`src/rtl/pose_match_scorer_pkg.sv`:
```
// Shared types and defaults for the pose match scorer: FSM state encoding,
// counter/divider width defaults and the window span helper.
package pose_match_pkg;

  localparam int COUNT_W_DEFAULT = 17;
  localparam int DIV_W_DEFAULT   = 24;
  localparam int SCORE_MAX       = 100;

  typedef enum logic [1:0] {
    IDLE = 2'd0,
    MUL  = 2'd1,
    DIV  = 2'd2,
    DONE = 2'd3
  } state_t;

  // True when lo <= pos < lo+len, all 12-bit unsigned.
  function automatic logic in_span(input logic [11:0] pos,
                                   input logic [11:0] lo,
                                   input logic [11:0] len);
    logic [11:0] hi;
    hi = lo + len;
    return (pos >= lo) && (pos < hi);
  endfunction

endpackage

```
`src/rtl/pose_match_scorer_divider.sv`:
```
// Restoring divider, one quotient bit per clock MSB first; loads on start and
// finishes W edges later. Division by zero yields a zero quotient.
module seq_restoring_divider
  import pose_match_pkg::*;
#(
  parameter int W = DIV_W_DEFAULT
) (
  input  logic         clk_in,
  input  logic         rst_n,
  input  logic         start,
  input  logic [W-1:0] dividend,
  input  logic [W-1:0] divisor,
  output logic [W-1:0] quotient,
  output logic         done
);

  localparam int CNT_W = $clog2(W);

  logic [W-1:0]     rem_reg;
  logic [W-1:0]     quo_reg;
  logic [W-1:0]     dsr_reg;
  logic [CNT_W-1:0] cnt_reg;
  logic             active_reg;
  logic             zero_reg;
  logic             done_reg;

  logic [W:0] trial;
  logic [W:0] diff;
  logic       fits;

  // Shift the next dividend bit into the partial remainder and try a subtract.
  always_comb begin
    trial = {rem_reg, quo_reg[W-1]};
    diff  = trial - {1'b0, dsr_reg};
    fits  = (trial >= {1'b0, dsr_reg});
  end

  always_ff @(posedge clk_in or negedge rst_n) begin
    if (!rst_n) begin
      rem_reg    <= '0;
      quo_reg    <= '0;
      dsr_reg    <= '0;
      cnt_reg    <= '0;
      active_reg <= 1'b0;
      zero_reg   <= 1'b0;
      done_reg   <= 1'b0;
    end else if (start) begin
      rem_reg    <= '0;
      quo_reg    <= dividend;
      dsr_reg    <= divisor;
      cnt_reg    <= '0;
      active_reg <= 1'b1;
      zero_reg   <= (divisor == '0);
      done_reg   <= 1'b0;
    end else if (active_reg) begin
      rem_reg <= fits ? diff[W-1:0] : trial[W-1:0];
      quo_reg <= {quo_reg[W-2:0], fits};
      if (cnt_reg == CNT_W'(W - 1)) begin
        active_reg <= 1'b0;
        done_reg   <= 1'b1;
      end else begin
        cnt_reg <= cnt_reg + 1'b1;
      end
    end else begin
      done_reg <= 1'b0;
    end
  end

  assign quotient = zero_reg ? '0 : quo_reg;
  assign done     = done_reg;

endmodule

```
`src/rtl/pose_match_scorer.sv`:
```
// Per-frame overlap/union pixel counter over the truth window, followed by a
// sequential overlap*100/union score computation after the window closes.
module pose_match_scorer
  import pose_match_pkg::*;
#(
  parameter int         WIN_X        = 200,
  parameter int         WIN_Y        = 200,
  parameter int         WIN_W        = 320,
  parameter int         WIN_H        = 240,
  parameter logic [3:0] TRUTH_THRESH = 4'h8,
  parameter int         COUNT_W      = COUNT_W_DEFAULT,
  parameter int         DIV_W        = DIV_W_DEFAULT
) (
  input  logic               clk_in,
  input  logic               rst_n,
  input  logic [10:0]        hcount_in,
  input  logic [9:0]         vcount_in,
  input  logic [11:0]        truth_pixel_in,
  input  logic               user_pixel_in,
  input  logic               enable_in,
  output logic [6:0]         score_out,
  output logic               score_valid_out,
  output logic [COUNT_W-1:0] overlap_count_out,
  output logic [COUNT_W-1:0] union_count_out,
  output logic               busy_out
);

  localparam logic [11:0] X_LO   = 12'(WIN_X);
  localparam logic [11:0] Y_LO   = 12'(WIN_Y);
  localparam logic [11:0] W_LEN  = 12'(WIN_W);
  localparam logic [11:0] H_LEN  = 12'(WIN_H);
  localparam logic [11:0] TRIG_V = 12'(WIN_Y + WIN_H);
  localparam int          ITER_W = $clog2(DIV_W);

  state_t             state_reg;
  logic [ITER_W-1:0]  iter_reg;
  logic [COUNT_W-1:0] overlap_cnt_reg;
  logic [COUNT_W-1:0] union_cnt_reg;
  logic               trig_prev_reg;

  logic [11:0]      hx;
  logic [11:0]      vy;
  logic             in_win;
  logic             truth_fg;
  logic             accumulate;
  logic             trig_raw;
  logic             trig_rise;
  logic [DIV_W-1:0] ov_ext;
  logic [DIV_W-1:0] div_dividend;
  logic [DIV_W-1:0] div_divisor;
  logic [DIV_W-1:0] div_quotient;
  logic             div_start;
  logic             div_done;
  logic [6:0]       score_next;

  always_comb begin
    hx         = {1'b0, hcount_in};
    vy         = {2'b0, vcount_in};
    in_win     = in_span(hx, X_LO, W_LEN) && in_span(vy, Y_LO, H_LEN);
    truth_fg   = (truth_pixel_in[11:8] >= TRUTH_THRESH);
    accumulate = in_win && enable_in;
    trig_raw   = (hcount_in == 11'd0) && (vy == TRIG_V);
    trig_rise  = trig_raw && !trig_prev_reg;
  end

  // overlap*100 as shifts and adds; the divider loads it on the MUL edge.
  always_comb begin
    ov_ext       = DIV_W'(overlap_count_out);
    div_dividend = (ov_ext << 6) + (ov_ext << 5) + (ov_ext << 2);
    div_divisor  = DIV_W'(union_count_out);
    div_start    = (state_reg == MUL);
  end

  always_comb begin
    score_next = '0;
    if (union_count_out != '0) begin
      score_next = (div_quotient > DIV_W'(SCORE_MAX)) ? 7'(SCORE_MAX)
                                                      : div_quotient[6:0];
    end
  end

  seq_restoring_divider #(
    .W(DIV_W)
  ) u_divider (
    .clk_in   (clk_in),
    .rst_n    (rst_n),
    .start    (div_start),
    .dividend (div_dividend),
    .divisor  (div_divisor),
    .quotient (div_quotient),
    .done     (div_done)
  );

  always_ff @(posedge clk_in or negedge rst_n) begin
    if (!rst_n) begin
      state_reg         <= IDLE;
      iter_reg          <= '0;
      overlap_cnt_reg   <= '0;
      union_cnt_reg     <= '0;
      trig_prev_reg     <= 1'b0;
      score_out         <= '0;
      score_valid_out   <= 1'b0;
      overlap_count_out <= '0;
      union_count_out   <= '0;
      busy_out          <= 1'b0;
    end else begin
      trig_prev_reg   <= trig_raw;
      score_valid_out <= 1'b0;

      // Triggers seen while busy neither snapshot nor clear the counters.
      if (state_reg == IDLE && trig_rise) begin
        overlap_count_out <= overlap_cnt_reg;
        union_count_out   <= union_cnt_reg;
        overlap_cnt_reg   <= '0;
        union_cnt_reg     <= '0;
      end else if (accumulate) begin
        overlap_cnt_reg <= overlap_cnt_reg + COUNT_W'(truth_fg & user_pixel_in);
        union_cnt_reg   <= union_cnt_reg + COUNT_W'(truth_fg | user_pixel_in);
      end

      case (state_reg)
        IDLE: begin
          if (trig_rise) begin
            state_reg <= MUL;
            busy_out  <= 1'b1;
          end
        end
        MUL: begin
          state_reg <= DIV;
          iter_reg  <= '0;
        end
        DIV: begin
          if (iter_reg == ITER_W'(DIV_W - 1)) begin
            state_reg <= DONE;
          end else begin
            iter_reg <= iter_reg + 1'b1;
          end
        end
        DONE: begin
          score_out       <= score_next;
          score_valid_out <= div_done;
          state_reg       <= IDLE;
          busy_out        <= 1'b0;
        end
        default: begin
          state_reg <= IDLE;
          busy_out  <= 1'b0;
        end
      endcase
    end
  end

endmodule

```
`config.mk`:
```
export PLATFORM = sky130hd
export DESIGN_NAME = pose_match_scorer
export DESIGN_NICKNAME = d
export VERILOG_FILES = /design/src/rtl/pose_match_scorer_pkg.sv /design/src/rtl/pose_match_scorer_divider.sv /design/src/rtl/pose_match_scorer.sv
export SDC_FILE = /design/constraint.sdc
export NUM_CORES = 1
export LEC_CHECK = 0
export CELL_PAD_IN_SITES_DETAIL_PLACEMENT = 0
export CELL_PAD_IN_SITES_GLOBAL_PLACEMENT = 1
export CORE_UTILIZATION = 25
export CTS_CLUSTER_DIAMETER = 40
export DETAILED_ROUTE_END_ITERATION = 8
export GPL_ROUTABILITY_DRIVEN = 1
export PLACE_DENSITY_LB_ADDON = 0.1
export SKIP_LAST_GASP = 1
export SYNTH_ARGS = -nofsm -noshare
export SYNTH_HDL_FRONTEND = slang
export SYNTH_SLANG_ARGS = --single-unit
```
`constraint.sdc`:
```
create_clock -name clk_in -period 4 [get_ports clk_in]
set_clock_uncertainty 0.2 [all_clocks]
set_input_delay 0.4 -clock clk_in [delete_from_list [all_inputs] [get_ports clk_in]]
set_output_delay 0.4 -clock clk_in [all_outputs]
set_load 0.03 [all_outputs]
```
==> reports/results.txt, run 1 <==
In this run the deepest clock path goes through 2 buffers. During placement, the flow inserted port buffers numbering 68. Path type of the worst setup path: reg2reg. For the via count of the first global-routing pass, the log shows 7132.

After clock tree synthesis, the setup repair step added 0 buffers. At the worst endpoint, the arrival time is 3640 ps. In the detailed route, the total length drawn on met2 is 10360 um. Clock latency on the worst-skew pair, taken at its later pin, is 440 ps. In the synthesized netlist the async set-or-reset flop fraction comes to 100.0%. In this run the count of I/O pins placed on the die edge is 80. For the detailed placer's ending HPWL, the log shows 17300 um. STA classifies the critical path endpoint as a flip-flop. From left edge to right edge, the die measures 194.6 um. Yosys mapped the design onto 76 distinct sky130hd cell types. Setup repair after global routing left no endpoint under its margin.

The tools report the routed wire length on met3 as 408 um. The synthesized area divided by synthesized cell count came out at 9.757 um2. The most used flip-flop cell after synthesis is dfrtp_1. Synthesis handed over a netlist of 950 instances. The initial antenna violation count was 0; the number of register bits inferred by synthesis was 158.

The final max-slew violation count is 0, and the wire length per cell is 15.89 um. The number of nets handed over by synthesis was 1051. In this run the worst path has a maximum fanout of 4.

Worst min-delay path class: reg2reg. The floorplan step set the die height to 194.6 um. Once placement finished, the instance area stood at 10480 um2. Global routing used 13.14% of the available tracks. In this run the power density over the cells is 542.3 nW/um2. For this configuration, the core starts out at a cell density of 25.38%. Counting flops with a built-in enable in the synthesized netlist gives 0. In this run, the number of DRC markers left after iteration 0 of detailed routing was 322. After floorplanning, the core was divided into 70 placement rows. In this run the static leakage power is 5.003 nW.

After global routing the overflow that remains totals 0. At the pin with the least slew margin, the transition time is 730.3 ps. For this block, the routed nets add up to 23810 um of wire. The final cycle utilization of the critical path was 88.75%. The count of unresolved DRC violations after routing was 0.

Worst voltage drop across the vdd grid: 0.0003242 V. Root buffer selected by CTS: clkbuf_16. TritonCTS built the clock tree. The congestion estimate from routability-driven global placement came to 0.7336. Number of max-cap violations: 0.

The H-tree was split into 4 levels. The area growth from synthesis to layout is 19.15%. The run gives 51.31% as the worst-case headroom to the max-slew limit. Netlist area before placement: 9269 um2. Die footprint: 37850 um2. The filler cells instantiated in the layout total 3802.

Derived from the worst setup path, the maximum achievable clock frequency is 0.2817 GHz. The floorplan step defined a core boundary enclosing 36520 um2. CTS saw 158 sinks. The critical path data required time was 4090 ps; the first-pass GRT wire length was 39560 um.

The clock period could shrink to 3550 ps. The share of the Yosys chip area taken by registers is 42.66%. The count of warnings emitted by yosys is 0, and the first-pass detailed-route iteration total is 4. In the final layout, the share of cells above drive strength 1 is 10.79%.

For the final routed database, the setup TNS stands at 0 ps. The final layout contains 1117 nets. The clock edge transition at the registers on the reported setup and hold paths was 70 ps. The number of clock buffers added by TritonCTS is 17.

The detail route stage leaves a number of antenna-violating nets equal to 0. Signal routing reaches up to met4. The final count of hold timing violations was 0; the met1 wire length was 12680 um. The routed layout has 6975 vias.

The finished cells cover 11040 um2. STA classifies the critical path startpoint as a flip-flop. The run finished with clean final reports. Using the TritonRoute via totals, the vias-per-cell ratio works out to 4.656. Entering global routing, the biggest net connects 75 pins. For the final count of negative-setup-slack endpoints, the log shows 0.
cells in the mapped netlist (all sizes together) (2+ instances only):
cell,number,area share (%)
a211oi,18,1.5
a21boi,2,0.16
a21o,9,0.74
a21oi,37,2.0
a311oi,13,1.2
a31o,3,0.28
a31oi,7,0.47
and2,5,0.34
and3,12,0.82
and4,4,0.38
buf,15,0.94
clkbuf,23,1.3
dfrtp,158,43
fa,15,3.2
ha,49,6.6
inv,45,1.8
mux2,33,4.0
mux2i,24,2.6
nand2,116,4.7
nand2b,8,0.54
nand3,28,1.6
nand3b,3,0.24
nand4,17,1.1
nand4b,3,0.28
nor2,81,3.3
nor2b,9,0.69
nor3,12,0.65
nor4,11,0.74
o2111ai,2,0.19
o211ai,3,0.24
o21a,5,0.41
o21ai,71,3.8
o21bai,3,0.24
o22ai,5,0.34
o31a,3,0.30
or2,7,0.47
or3,4,0.27
or3b,4,0.38
or4,3,0.24
xnor2,21,2.0
xor2,41,3.9
layer usage:
layer	global-route usage [%]	vias up
met5	0	-
met4	4.380	0
met3	2.030	21
met2	20.03	71
met1	18.84	3388
li1	-	3495
report_power, final:
part           leakage (nW)  internal, mW  total, mW  switching [mW]
Sequential             2.09          1.89       2.16           0.265
Combinational          2.65         0.973       2.24            1.27
Clock                 0.269         0.819       1.59           0.771
worst paths after layout:
path                                 startpoint               endpoint  slack, ps  depth (start not counted)
max in group asynchronous                 rst_n   u_divider.quo_reg[7]       2320                          3
setup / recovery           overlap_count_out[4]  u_divider.quo_reg[20]        450                         13
min in group asynchronous                 rst_n  u_divider.dsr_reg[15]        340                          2
hold / removal                   u_divider.done        score_valid_out        300                          1
hold reg to reg                  u_divider.done        score_valid_out        300                          1
setup reg to reg           overlap_count_out[4]  u_divider.quo_reg[20]        450                         13
cell usage in the layout, fill, tap and decap left out, drive strengths merged, types with 4 or more instances in the layout:
cell type	n
dfrtp	158
nand2	116
nor2	81
o21ai	71
clkdlybuf4s50	67
inv	54
ha	49
xor2	41
a21oi	37
mux2	33
nand3	28
mux2i	24
xnor2	21
a211oi	18
nand4	17
clkbuf	17
buf	17
fa	15
a311oi	13
nor3	12
and3	12
nor4	11
nor2b	9
a21o	9
nand2b	8
or2	7
a31oi	7
o21a	5
o22ai	5
and2	5
or3	4
and4	4
or3b	4
repair_timing:
item	CTS	global route
hold buffers	1	0
hold endpoints to repair	69	0
resized for setup	0	0
through the flow:
step	total power [mW]	setup slack [ps]	hold slack (ps)	util, %	std cells
after floorplan	3.841	602.6	-95.59	-	950
after global placement	4.475	437.8	289.6	28.68	1464
after detailed placement	4.465	415.5	291.1	28.68	1464
after CTS	6.116	384.4	313.5	30.23	1497
after global routing	6.490	221.9	332.9	30.23	1497
final	5.990	450.2	298.6	30.24	1498
critical path: stages (launching register included):
cell	delay, ps
dfrtp_1	440
inv_1	110
fa_1	480
inv_1	40
ha_1	230
fa_1	430
a211oi_1	280
o21bai_1	150
a31oi_1	250
a21oi_1	170
a21o_1	200
a21oi_1	160
xor2_1	170
mux2i_1	90
area by class of cell:
type / instances / area, um2 / area share [%]
Multi-Input combinational cell: 709 / 4952 / 44.84
Sequential cell: 158 / 3955 / 35.81
Timing Repair Buffer: 85 / 824.5 / 7.466
Tap cell: 468 / 585.6 / 5.302
Clock buffer: 17 / 425.4 / 3.852
Inverter: 45 / 168.9 / 1.529
Clock inverter: 15 / 130.1 / 1.178
Antenna cell: 1 / 2.502 / 0.02266
logic make-up (layout without fill, tap and decap cells):
kind of cell | after synthesis | after routing | synth area share, %
AND/OR/NAND/NOR | 332 | 332 | 17.43
multiplexers | 57 | 57 | 6.601
XOR/XNOR | 62 | 62 | 5.859
other | 0 | 1 | 0
adder cells (fa/ha/maj) | 64 | 64 | 9.854
AO/OA/AOI/OAI | 194 | 194 | 13.54
buffers and inverters | 83 | 162 | 4.063
flip-flops | 158 | 158 | 42.66
No activity file was read; power rests on OpenSTA's default activity.
==> run 2, diff against run 1 <==
--- a/config.mk
+++ b/config.mk
@@ -15,4 +15,5 @@
 export SKIP_LAST_GASP = 1
 export SYNTH_ARGS = -nofsm -noshare
 export SYNTH_HDL_FRONTEND = slang
+export SYNTH_HIERARCHICAL = 1
 export SYNTH_SLANG_ARGS = --single-unit
==> reports/results.txt, run 2 <==
The library cells used most frequently in the layout, excluding fill and tap cells, are dfrtp_1 (164), nand2_1 (89), nor2_1 (89). XOR/XNOR share of the synthesized area: 5.136% (-0.72 points). The tools report the count of warnings emitted by yosys as 6 (+6).

The synthesized design spends more area on one cell type than any other, namely dfrtp_1. The number of nets with antenna violations after routing came out at 0 (unchanged). The final max-slew violation count came out at 0 (unchanged).

Root buffer selected by CTS: clkbuf_16. The initial core utilization came out at 25.42% (+0.040 points). Setup repair after global routing left no endpoint under its margin. Among all cell types in the netlist, the one instantiated most often is dfrtp_1. The worst-path maximum fanout was 5 (+1). Die outline width: 206.0 um (+5.9%). The die footprint is 42430 um2 (+12%), and the met1 wire length is 14410 um (+14%). For the cell area after placement, the log shows 11700 um2 (+12%). Worst setup path endpoint: u_divider/quo_reg[20]. Count of unresolved DRC violations after routing: 0 (unchanged). The clock latency reported for the late side of the worst-skew pair is 470 ps (+30 ps), and the antenna diode instance count is 0 (-1). Number of instances resized during post-cts repair: 0 (unchanged).

The critical path data required time was 4140 ps (+50 ps); the final cycle utilization of the critical path was 87.56% (-1.2 points). The tools report the source of the critical timing path as overlap_count_out[1]. The transition time of the tightest slew-check pin was 854.5 ps (+124.2 ps); the final count of negative-setup-slack endpoints was 0 (unchanged). Via count of the first global-routing pass: 7660 (+7.4%).

The startpoint identified for the worst register-to-register timing path is overlap_count_out[1]. The tools report the maximum achievable frequency as 0.2855 GHz (+1.4%). The power density relative to cell area came out at 586.2 nW/um2 (+8.1%).

The run gives 20180 um (+17%) as the detailed placer's ending HPWL. Share of cells above drive strength 1: 9.666% (-1.1 points). The tools report the first-pass detailed-route iteration total as 4 (unchanged).

In the post-synthesis netlist, the biggest area contributors are dfrtp_1 (40%), ha_1 (6.9%), mux2_4 (4.0%). Final count of hold timing violations: 0 (unchanged). The worst-case clock buffer depth is 2 (unchanged). For the unique cell type count in the Yosys netlist, the log shows 84 (+11%).

The logs give 45.7% (+8.3 points) for the combinational fraction of design power and 165 (+4.4%) for the number of clock sinks seen by CTS. Among all flip-flop cells after synthesis, the most frequent one is dfrtp_1. The routed wire length is 28040 um (+18%). By count the netlist is led by dfrtp_1 (165), nand2_1 (89), nor2_1 (89), o21ai_0 (73), ha_1 (57). The slowest stage of the critical path is the fa_1 cell. The library cell used most frequently in the layout, excluding fill and tap cells, is dfrtp_1. The first-pass GRT wire length was 45280 um (+14%); the remaining global-route overflow was 0 (unchanged). Growth of design area from synthesis to finish: 18.37%. The detailed-routed wire length on met2 is 12630 um (+22%), and the number of port buffers is 68 (unchanged). The utilization after layout was 30.09% (-0.15 points); the switching share of power was 39.70% (+1.2 points).

The synthesized area divided by synthesized cell count came out at 9.870 um2 (+1.2%). The number of max-cap violations is 0 (unchanged). The signal on the critical path passes through fa_1, ha_1, fa_1, a21o_1, a2111oi_2, a21oi_1, a31oi_1, o21ai_0, o211a_1, nand2_1, o21ai_0. The portion of netlist area occupied by mux cells is 8.660% (+2.1 points), and the sequential fraction of the synthesis area is 39.69% (-3.0 points). For the core region area, the log shows 40920 um2 (+12%). TritonCTS built the clock tree.

The routed wire length on met3 is 634 um (+55%), and the switching power total is 2.865 mW (+24%). The worst voltage drop across the vdd grid is 0.0003050 V (-5.9%), and the netlist area before placement is 10400 um2 (+12%). For the worst-case headroom to the max-slew limit, the log shows 43.03% (-8.3 points).

For the clock network power share, the log shows 24.1% (-2.4 points). Sequential power share: 30.2% (-5.8 points). The path class of the tightest hold or removal check is reg2reg. The wire length per cell is 16.79 um (+5.7%), and the share of synthesized registers carrying an async set or reset is 100.0% (unchanged).

The count of vias placed by the detailed router is 7640 (+9.5%), and the post-synthesis share of cell area spent on full adders, half adders and majority gates is 9.743% (-0.11 points). The logs give 0 ps (unchanged) for the final setup TNS and 1235 (+11%) for the total number of nets in the final design. Simple-gate area share of the yosys netlist: 17.38% (-0.047 points). The run gives 5.600 nW (+12%) as the static leakage.

The element type at the critical path end is a flip-flop. The path type of the worst setup path is reg2reg. The count of boundary I/O pins is 80 (unchanged), and the top-area cell type share of the netlist area is 39.69% (-3.0 points). The tools report the initial antenna violation count as 0 (unchanged). For the CTS H-tree depth, the log shows 4 (unchanged). The endpoint identified for the worst register-to-register timing path is u_divider/quo_reg[20].

The y dimension of the die is 206.0 um (+5.9%). Routability-driven placement congestion ratio: 0.7575 (+3.3%). The run gives 497.6 ps (+47.49 ps) as the final worst-path setup slack.

The count of filler cells inserted in the layout was 4337 (+14%); the maximum number of pins on one net before global-route repair was 84 (+12%). The number of flops mapped to enable cells by yosys is 0 (unchanged). The delay of the slowest cell on the worst path was 480 ps (about the same).

The number of standard-cell rows in the floorplan was 74 (+5.7%). The all-layer global routing usage is 14.14% (+0.99 points). Top routing layer in use: met4. The run finished with clean final reports. Critical path startpoint category: a flip-flop. Number of design-rule violations left by the first detailed-router iteration: 302 (-6.2%). By area, the combinational part of the netlist is dominated by simple AND/OR/NAND/NOR gates. Depth of the worst register-to-register path: 11 (-2).

The number of vias per cell was 4.575 (-1.7%). The clock edge transition at the registers on the reported setup and hold paths works out to 70 ps (about the same). The run gives 500 ps (+50 ps) as the internal reg-to-reg setup slack. The logs give 452.7 ps (+37.24 ps) for the worst slack at placement and 4.352 mW (+18%) for the internal power summed over all cells. The time the final worst path needs with I/O delays and setup was 3502 ps (-47.49 ps); the number of register bits inferred by synthesis was 165 (+4.4%). The post-route standard cell area excluding fillers is 12310 um2 (+11%). Number of CTS-inserted buffers: 17 (unchanged). For the signal arrival time at the worst endpoint, the log shows 3650 ps (about the same).

The number of buffers inserted for hold repair after clock tree synthesis is 1 (unchanged). The gate count after technology mapping is 1054 (+11%). The run gives 0 (unchanged) as the number of post-CTS setup repair buffers. Fraction of the mapped netlist area in compound gates: 14.94% (+1.4 points).
[run 2: cell types whose count changed after synthesis, moves of 11 or more]
cell / change
mux2i_1: +15
nor2b_1: +25
mux2_4: +28
xnor2_1: +17
mux2_2: -25
a21o_1: +11
nand2_1: -27
xor2_1: -18
[run 2: per-stage QoR]
| step | total power, mW | hold slack [ps] | instances |
|---|---|---|---|
| after detailed placement | 5.586 | 274.6 | 1638 |
| final | 7.217 | 290.1 | 1670 |
| after floorplan | 4.795 | -95.59 | 1069 |
| after global routing | 7.840 | 310.2 | 1670 |
| after CTS | 7.403 | 294.5 | 1670 |
| after global placement | 5.594 | 276.8 | 1638 |
[run 2: worst min-delay path by stage]
stage | start | endpoint | slack, ps | depth (start not counted)
floorplan | rst_n | busy_out | -100 | 0
global placement | score_out[2] | score_out[2] | 280 | 1
detailed placement | u_divider/zero_reg | u_divider/zero_reg | 270 | 1
CTS | u_divider/zero_reg | u_divider/zero_reg | 290 | 1
global route | u_divider/zero_reg | u_divider/zero_reg | 310 | 1
finish | u_divider/zero_reg | u_divider/zero_reg | 290 | 1
[run 2: per-layer routing]
metal,track usage [%],vias up
met5,0,-
met4,4.123,0
met3,3.611,21
met2,21.26,51
met1,19.78,3681
li1,-,3887
[run 2: area by class of cell]
| type | instances | area [um2] | area share (%) |
|---|---|---|---|
| multi-input combinational | 814 | 5899 | 47.91 |
| sequential | 165 | 4130 | 33.54 |
| tap | 532 | 665.6 | 5.406 |
| clock inverter | 10 | 122.6 | 0.9958 |
| timing repair buffer | 86 | 857.1 | 6.961 |
| clock buffer | 21 | 480.5 | 3.902 |
| inverter | 42 | 157.7 | 1.280 |
[run 2: worst max-delay path, delay by kind of cell (launching register included)]
kind | cells | cell delay, ps
simple gates | 1 | 60
fa+ha+maj | 3 | 1150
flops | 1 | 460
compound gates | 7 | 1500
[run 2: logic make-up (layout without fill, tap and decap cells)]
kind of cell / count (synthesis) / in the layout
and+or+nand+nor: 357 / 357
AOI/OAI and AO/OA: 233 / 233
DFF: 165 / 165
buffers and inverters: 90 / 159
muxes: 75 / 75
adders and majority gates: 72 / 72
xor gates and xnor gates: 61 / 61
other: 1 / 16
[run 2: power by group through the flow]
stage                     clock network (mW)  logic [mW]  registers, mW
final                                   1.74        3.30           2.18
after global routing                    1.90        3.71           2.23
after CTS                               1.84        3.38           2.19
after detailed placement                   0        3.37           2.22
after global placement                     0        3.38           2.22
after floorplan                            0        2.65           2.15
